--- config.mk ---
export PLATFORM = sky130hd
export DESIGN_NAME = change_dispenser_flat
export DESIGN_NICKNAME = d
export VERILOG_FILES = /design/src/rtl/change_dispenser_pkg.sv /design/src/rtl/change_dispenser_if.sv /design/src/rtl/change_dispenser_inventory.sv /design/src/rtl/change_dispenser.sv /design/src/flat_wrapper.sv
export SDC_FILE = /design/constraint.sdc
export NUM_CORES = 1
export LEC_CHECK = 0
export BUFFER_PORTS_ARGS = -buffer_cell sky130_fd_sc_hd__buf_2
export CELL_PAD_IN_SITES_DETAIL_PLACEMENT = 0
export CELL_PAD_IN_SITES_GLOBAL_PLACEMENT = 1
export CORE_MARGIN = 5
export CORE_UTILIZATION = 44
export CTS_CLUSTER_DIAMETER = 150
export DETAILED_ROUTE_END_ITERATION = 16
export PLACE_DENSITY_LB_ADDON = 0.1
export SLEW_MARGIN = 30
export SYNTH_ARGS = -nofsm -noshare
export SYNTH_HDL_FRONTEND = slang
export SYNTH_SLANG_ARGS = --single-unit
export TNS_END_PERCENT = 100
--- constraint.sdc ---
create_clock -name clk -period 2.6 [get_ports clk]
set_input_delay 0.13 -clock clk [delete_from_list [all_inputs] [get_ports clk]]
set_output_delay 0.13 -clock clk [all_outputs]
set_load 0.02 [all_outputs]
--- src/rtl/change_dispenser_pkg.sv ---
// Shared types and helpers for the change dispenser: coin denominations,
// FSM state encoding and the rupee value of each denomination.
package change_pkg;

    localparam int DENOM_NUM = 4;

    typedef enum logic [1:0] {
        D_RS1  = 2'd0,
        D_RS2  = 2'd1,
        D_RS5  = 2'd2,
        D_RS10 = 2'd3
    } denom_t;

    typedef enum logic [2:0] {
        S_IDLE   = 3'd0,
        S_SELECT = 3'd1,
        S_EJECT  = 3'd2,
        S_GAP    = 3'd3,
        S_FINISH = 3'd4
    } state_t;

    // Rupee value of one coin of the given denomination.
    function automatic logic [3:0] denom_value(input denom_t d);
        logic [3:0] v;
        case (d)
            D_RS1:   v = 4'd1;
            D_RS2:   v = 4'd2;
            D_RS5:   v = 4'd5;
            default: v = 4'd10;
        endcase
        return v;
    endfunction

endpackage

--- src/rtl/change_dispenser_if.sv ---
// Bundle of the request, refill, ejector and status signals of the
// change dispenser. master = vend FSM / ejector side, slave = dispenser.
interface change_dispenser_if #(
    parameter int AMT_W = 8,
    parameter int CNT_W = 4
) ();
    logic             req_valid;
    logic [AMT_W-1:0] req_amount;
    logic             req_ready;

    logic             refill_valid;
    logic [1:0]       refill_denom;
    logic [CNT_W-1:0] refill_count;

    logic             eject_valid;
    logic [1:0]       eject_denom;
    logic             eject_ack;

    logic             busy;
    logic             done;
    logic             short_change;
    logic [AMT_W-1:0] remaining;

    modport master (
        output req_valid, req_amount, refill_valid, refill_denom, refill_count, eject_ack,
        input  req_ready, eject_valid, eject_denom, busy, done, short_change, remaining
    );

    modport slave (
        input  req_valid, req_amount, refill_valid, refill_denom, refill_count, eject_ack,
        output req_ready, eject_valid, eject_denom, busy, done, short_change, remaining
    );
endinterface

--- src/rtl/change_dispenser_inventory.sv ---
// Coin inventory: one saturating counter per denomination, with a refill
// port (adds coins, clamps at full scale) and a single-coin decrement port.
// The nonzero vector feeds the greedy selection in the dispenser FSM.
module coin_inventory
    import change_pkg::*;
#(
    parameter int CNT_W      = 4,
    parameter int INIT_COUNT = 8
) (
    input  logic                 clk,
    input  logic                 rst,
    input  logic                 i_refill_en,
    input  logic [1:0]           i_refill_denom,
    input  logic [CNT_W-1:0]     i_refill_count,
    input  logic                 i_dec_en,
    input  logic [1:0]           i_dec_denom,
    output logic [DENOM_NUM-1:0] o_nonzero
);

    for (genvar g = 0; g < DENOM_NUM; g++) begin : g_cnt
        localparam logic [1:0] IDX = 2'(g);

        logic [CNT_W-1:0] r_cnt;
        logic [CNT_W:0]   w_sum;

        assign w_sum        = {1'b0, r_cnt} + {1'b0, i_refill_count};
        assign o_nonzero[g] = (r_cnt != '0);

        // Per-denomination counter: reload on reset, saturating refill, guarded decrement.
        always_ff @(posedge clk) begin
            if (!rst) begin
                r_cnt <= CNT_W'(INIT_COUNT);
            end else if (i_refill_en && (i_refill_denom == IDX)) begin
                r_cnt <= w_sum[CNT_W] ? '1 : w_sum[CNT_W-1:0];
            end else if (i_dec_en && (i_dec_denom == IDX) && (r_cnt != '0)) begin
                r_cnt <= r_cnt - 1'b1;
            end
        end
    end

endmodule

--- src/rtl/change_dispenser.sv ---
// Change dispenser: accepts an amount, pays it out one coin at a time using
// strictly greedy selection over a four-denomination inventory, waits a
// recovery gap after each eject, and reports done / short_change.
module change_dispenser
    import change_pkg::*;
#(
    parameter int AMT_W      = 8,
    parameter int CNT_W      = 4,
    parameter int INIT_COUNT = 8,
    parameter int GAP_CYC    = 4
) (
    input logic          clk,
    input logic          rst,
    change_dispenser_if.slave bus
);

    localparam int GAP_W = (GAP_CYC > 1) ? $clog2(GAP_CYC) : 1;

    state_t               r_state;
    state_t               w_next;
    logic [AMT_W-1:0]     r_remaining;
    logic                 r_short;
    denom_t               r_eject_denom;
    logic [GAP_W-1:0]     r_gap;

    logic [DENOM_NUM-1:0] w_nonzero;
    logic                 w_found;
    denom_t               w_pick;
    logic                 w_accept;
    logic                 w_handshake;
    logic                 w_refill_en;

    // Requests and refills only land while idle; ack only counts while ejecting.
    assign w_accept    = (r_state == S_IDLE) && bus.req_valid;
    assign w_handshake = (r_state == S_EJECT) && bus.eject_ack;
    assign w_refill_en = (r_state == S_IDLE) && bus.refill_valid;

    coin_inventory #(
        .CNT_W      (CNT_W),
        .INIT_COUNT (INIT_COUNT)
    ) u_inv (
        .clk            (clk),
        .rst            (rst),
        .i_refill_en    (w_refill_en),
        .i_refill_denom (bus.refill_denom),
        .i_refill_count (bus.refill_count),
        .i_dec_en       (w_handshake),
        .i_dec_denom    (r_eject_denom),
        .o_nonzero      (w_nonzero)
    );

    // Greedy pick: largest in-stock denomination that does not exceed the balance.
    always_comb begin
        w_found = 1'b0;
        w_pick  = D_RS1;
        for (int i = DENOM_NUM - 1; i >= 0; i--) begin
            if (!w_found && w_nonzero[i] &&
                (AMT_W'(denom_value(denom_t'(i[1:0]))) <= r_remaining)) begin
                w_found = 1'b1;
                w_pick  = denom_t'(i[1:0]);
            end
        end
    end

    // Next-state logic. A zero balance never finds a coin, so it finishes cleanly.
    always_comb begin
        w_next = r_state;
        unique case (r_state)
            S_IDLE:   if (w_accept) w_next = S_SELECT;
            S_SELECT: w_next = w_found ? S_EJECT : S_FINISH;
            S_EJECT:  if (bus.eject_ack) w_next = S_GAP;
            S_GAP:    if (r_gap == GAP_W'(GAP_CYC - 1)) w_next = S_SELECT;
            S_FINISH: w_next = S_IDLE;
            default:  w_next = S_IDLE;
        endcase
    end

    // State register.
    always_ff @(posedge clk) begin
        if (!rst) r_state <= S_IDLE;
        else      r_state <= w_next;
    end

    // Balance, short flag, selected coin and gap counter.
    always_ff @(posedge clk) begin
        if (!rst) begin
            r_remaining   <= '0;
            r_short       <= 1'b0;
            r_eject_denom <= D_RS1;
            r_gap         <= '0;
        end else begin
            unique case (r_state)
                S_IDLE: begin
                    if (w_accept) r_remaining <= bus.req_amount;
                end
                S_SELECT: begin
                    if (w_found)                  r_eject_denom <= w_pick;
                    else if (r_remaining != '0)   r_short       <= 1'b1;
                end
                S_EJECT: begin
                    r_gap <= '0;
                    if (bus.eject_ack)
                        r_remaining <= r_remaining - AMT_W'(denom_value(r_eject_denom));
                end
                S_GAP: begin
                    r_gap <= r_gap + 1'b1;
                end
                S_FINISH: begin
                    r_short <= 1'b0;
                end
                default: ;
            endcase
        end
    end

    assign bus.req_ready    = (r_state == S_IDLE);
    assign bus.busy         = (r_state != S_IDLE);
    assign bus.eject_valid  = (r_state == S_EJECT);
    assign bus.eject_denom  = r_eject_denom;
    assign bus.done         = (r_state == S_FINISH);
    assign bus.short_change = (r_state == S_FINISH) && r_short;
    assign bus.remaining    = r_remaining;

endmodule
--- src/flat_wrapper.sv ---
// flat-port wrapper written by rule: the top's interface ports become plain ports
module change_dispenser_flat import change_pkg::*;
#(
    parameter int AMT_W      = 8,
    parameter int CNT_W      = 4,
    parameter int INIT_COUNT = 8,
    parameter int GAP_CYC    = 4
)
  (clk, rst, bus_req_valid, bus_req_amount, bus_refill_valid, bus_refill_denom, bus_refill_count, bus_eject_ack, bus_req_ready, bus_eject_valid, bus_eject_denom, bus_busy, bus_done, bus_short_change, bus_remaining);
  change_dispenser_if #(.AMT_W(AMT_W), .CNT_W(CNT_W)) bus_i ();
  input logic clk;
  input logic rst;
  input wire logic [$bits(bus_i.req_valid)-1:0] bus_req_valid;
  input wire logic [$bits(bus_i.req_amount)-1:0] bus_req_amount;
  input wire logic [$bits(bus_i.refill_valid)-1:0] bus_refill_valid;
  input wire logic [$bits(bus_i.refill_denom)-1:0] bus_refill_denom;
  input wire logic [$bits(bus_i.refill_count)-1:0] bus_refill_count;
  input wire logic [$bits(bus_i.eject_ack)-1:0] bus_eject_ack;
  output wire logic [$bits(bus_i.req_ready)-1:0] bus_req_ready;
  output wire logic [$bits(bus_i.eject_valid)-1:0] bus_eject_valid;
  output wire logic [$bits(bus_i.eject_denom)-1:0] bus_eject_denom;
  output wire logic [$bits(bus_i.busy)-1:0] bus_busy;
  output wire logic [$bits(bus_i.done)-1:0] bus_done;
  output wire logic [$bits(bus_i.short_change)-1:0] bus_short_change;
  output wire logic [$bits(bus_i.remaining)-1:0] bus_remaining;
  assign bus_i.req_valid = bus_req_valid;
  assign bus_i.req_amount = bus_req_amount;
  assign bus_i.refill_valid = bus_refill_valid;
  assign bus_i.refill_denom = bus_refill_denom;
  assign bus_i.refill_count = bus_refill_count;
  assign bus_i.eject_ack = bus_eject_ack;
  assign bus_req_ready = bus_i.req_ready;
  assign bus_eject_valid = bus_i.eject_valid;
  assign bus_eject_denom = bus_i.eject_denom;
  assign bus_busy = bus_i.busy;
  assign bus_done = bus_i.done;
  assign bus_short_change = bus_i.short_change;
  assign bus_remaining = bus_i.remaining;
  change_dispenser #(.AMT_W(AMT_W), .CNT_W(CNT_W), .INIT_COUNT(INIT_COUNT), .GAP_CYC(GAP_CYC)) u_core (.clk(clk), .rst(rst), .bus(bus_i));
endmodule
==> results.py <==
metrics = {
    "clocking": {
        "hold_buffers": 0,
        "cts_root_buf": "clkbuf_8",
        "post-cts-setup-buffer-count": 0,
        "cts_buffers": 5,
        "cts_tree": "yes",
        "clk_latency_ns": 0.30,
        "cts_resized": 0,
        "path_clk_slew_ns": 0.09,
        "clk_path_buf_depth": 2,
        "cts_sinks": 32,
        "cts_max_level": 2,
    },
    "route": {
        "firstDrtPassIters": 4,
        "vias": 2456,
        "wirelength_um": 6758,
        "ant_nets": 0,
        "wl_per_cell_um": 15.61,
        "drt-initial-drc-count": 72,
        "drcViolationCount": 0,
        "avgViaCountPerCell": 5.672,
    },
    "pwr": {
        "leakagePower_nw": 1.185,
        "vdd_drop_max_mv": 0.2107,
        "cellPowerDensity_nw_per_um2": 648.4,
    },
    "yosys": {
        "yosys_warnings": 0,
        "synthFlopType": "dfxtp_1",
        "avgSynthCellArea_um2": 8.183,
        "async_flop_share_pct": 0,
        "synth_edf_count": 0,
        "synth_common_cells": "dfxtp_1, nand2_1, ha_1",
        "ys_seq_elements": 32,
        "netlist_area_um2": 2635,
        "synthesis.nets": 372,
        "ys_seq_area_share_pct": 24.31,
        "ys_top_cells_by_area": "dfxtp_1, ha_1, nand2_1",
        "synth_cell_types": 57,
        "syn_inst": 322,
        "netlist.area_leader.share_pct": 24.31,
        "yosysMostFrequentCell": "dfxtp_1",
        "yosysTopAreaCell": "dfxtp_1",
    },
    "setup_path": {
        "critPathArrivalTime_ns": 2.37,
        "worstPathCellList": "nor4b_4 -> or3b_1 -> or3b_1 -> nor3_1 -> a31oi_1",
        "path_max_fanout": 13,
        "slowest_delay_ns": 0.50,
        "worstSetupStartpointType": "flip-flop",
        "endpoint_kind": "flip-flop",
        "crit_top_cell": "or3b_1",
        "crit_family": "simple AND/OR/NAND/NOR gates",
        "critPathKind": "flip-flop to flip-flop",
        "crit_buf_inv": 0,
        "worstPathRequired_ns": 2.77,
        "cp_slowest_cell": "nor4b_4",
    },
    "sta": {
        "min_period_over_period_pct": 84.72,
        "setup_viol": 0,
        "fin_crit_ns": 2.203,
        "finalMaxSlewViolations": 0,
        "tns_ns": 0,
        "rsz0062_at_grt": "no",
        "fmax_ghz": 0.4540,
        "worstMarginPinSlew_ns": 0.6651,
        "max-slew-margin-rel_pct": 55.56,
        "finalHoldViolations": 0,
        "clock_skew_ns": 0.01320,
    },
    "final_layout": {
        "drive_gt1_share_pct": 15.36,
        "diodes": 0,
        "fill_cells": 616,
        "nNetsFinal": 407,
        "area_delta_synth_final_pct": 13.53,
        "stdcell_count": 433,
    },
    "global_routing": {
        "grt_max_degree": 22,
        "track_usage_pct": 19.13,
        "grt_overflow_total": 0,
        "grt_pass1_vias": 2489,
        "grt_pass1_wl_um": 11700,
        "antenna_found_initial": 0,
    },
    "job": {
        "cap_violations": 0,
    },
    "die": {
        "die_w_um": 87.39,
        "ios": 34,
        "num_rows": 28,
        "core-area_um2": 5886,
        "die-area_um2": 7636,
        "initial_utilization_pct": 44.77,
        "fp.dieH_um": 87.39,
    },
    "place": {
        "placed_cells": 425,
        "dp_hpwl_um": 5180,
        "io_buffers": 33,
        "gp_congestion": 0.7999,
    },
    "run_status": {
        "status": "finished clean",
    },
    "hold_path": {
        "worst_hold_path_type": "input port to flip-flop",
    },
}
[through the flow]
step	worst slack (ns)	area (µm²)	utilization [%]	hold slack (ns)	power, W
2_1_floorplan	0.5322	2635	-	0.2918	0.001228
3_3_place_gp	0.4964	2880	48.94	0.3985	0.001448
3_5_place_dp	0.4354	2880	48.94	0.3862	0.001453
4_1_cts	0.4181	2992	50.83	0.07732	0.001946
5_1_grt	0.2054	2992	50.83	0.1009	0.002086
6_report	0.3973	2992	50.83	0.07955	0.001940
[sequential cells by signal, indices dropped and copies added (netlist names)]
name and count:
u_core.bus.eject_denom 2, u_core.bus.remaining 8, u_core.r_gap 2, u_core.r_short 1, u_core.r_state 3, u_core.u_inv.g_cnt.r_cnt 16
[area by class of cell]
cell class              instances  area (µm²)  share of cell area, %
multi-input cells             257        1856                  62.02
flip-flops and latches         32       640.6                  21.41
well taps                      75       93.84                  3.137
clock buffers                   5       68.82                  2.300
inverters                      23       87.58                  2.928
clock inverters                 3       42.54                  1.422
repair buffers                 38       202.7                  6.775
[where the power goes]
part | internal (W) | total, W | switching, W
Sequential | 0.000552 | 0.000650 | 0.0000976
Combinational | 0.000334 | 0.000791 | 0.000458
Clock | 0.000284 | 0.000499 | 0.000215
Total | 0.00117 | 0.00194 | 0.000770
[logic make-up after synthesis]
family	synth area share (%)
AO/OA/AOI/OAI	20.09
XOR/XNOR	3.989
adder cells (fa/ha/maj)	16.14
buffers and inverters	5.271
flip-flops	24.31
multiplexers	1.567
AND/OR/NAND/NOR	28.63
[cell usage in the layout, fill, tap and decap left out, types with 4 or more instances in the layout]
cell type	Yosys	layout
nand3_1	5	5
nand2_1	30	30
nor3_1	16	16
or3b_1	5	5
o21ai_0	17	17
ha_1	26	26
xnor2_1	9	9
nor2b_1	9	9
nor3b_1	12	12
a21oi_1	21	21
nor2_1	18	18
nand3b_1	4	4
a31oi_1	4	4
fa_1	5	5
buf_4	1	5
dfxtp_1	32	32
o211ai_1	7	7
clkbuf_8	0	5
or3_1	7	7
inv_1	21	21
a211oi_1	7	7
buf_2	2	33
[routing by layer]
layer	track usage, %	share of wire (%)	up-vias
met5	0	0	-
met4	4.742	1.2	0
met3	3.406	3.7	9
met2	34.18	48	45
met1	23.54	47	1143
li1	-	-	1259
[tightest hold or removal path: cells and delay by family]
kind / cells / cell delay [ns]
AO/OA/AOI/OAI: 2 / 0.14
buffers and inverters: 1 / 0.08
[worst paths after layout]
path / start / end / slack, ns / cells past startpoint
hold reg to reg: u_core.u_inv.g_cnt[3].r_cnt[1] / u_core.u_inv.g_cnt[3].r_cnt[1] / 0.50 / 2
setup reg to reg: u_core.r_state[0] / u_core.u_inv.g_cnt[0].r_cnt[3] / 0.40 / 5
setup / recovery: u_core.r_state[0] / u_core.u_inv.g_cnt[0].r_cnt[3] / 0.40 / 5
hold / removal: bus_req_amount[7] / u_core.bus.remaining[7] / 0.08 / 3
Note: power is estimated with default switching activity, not from simulation.
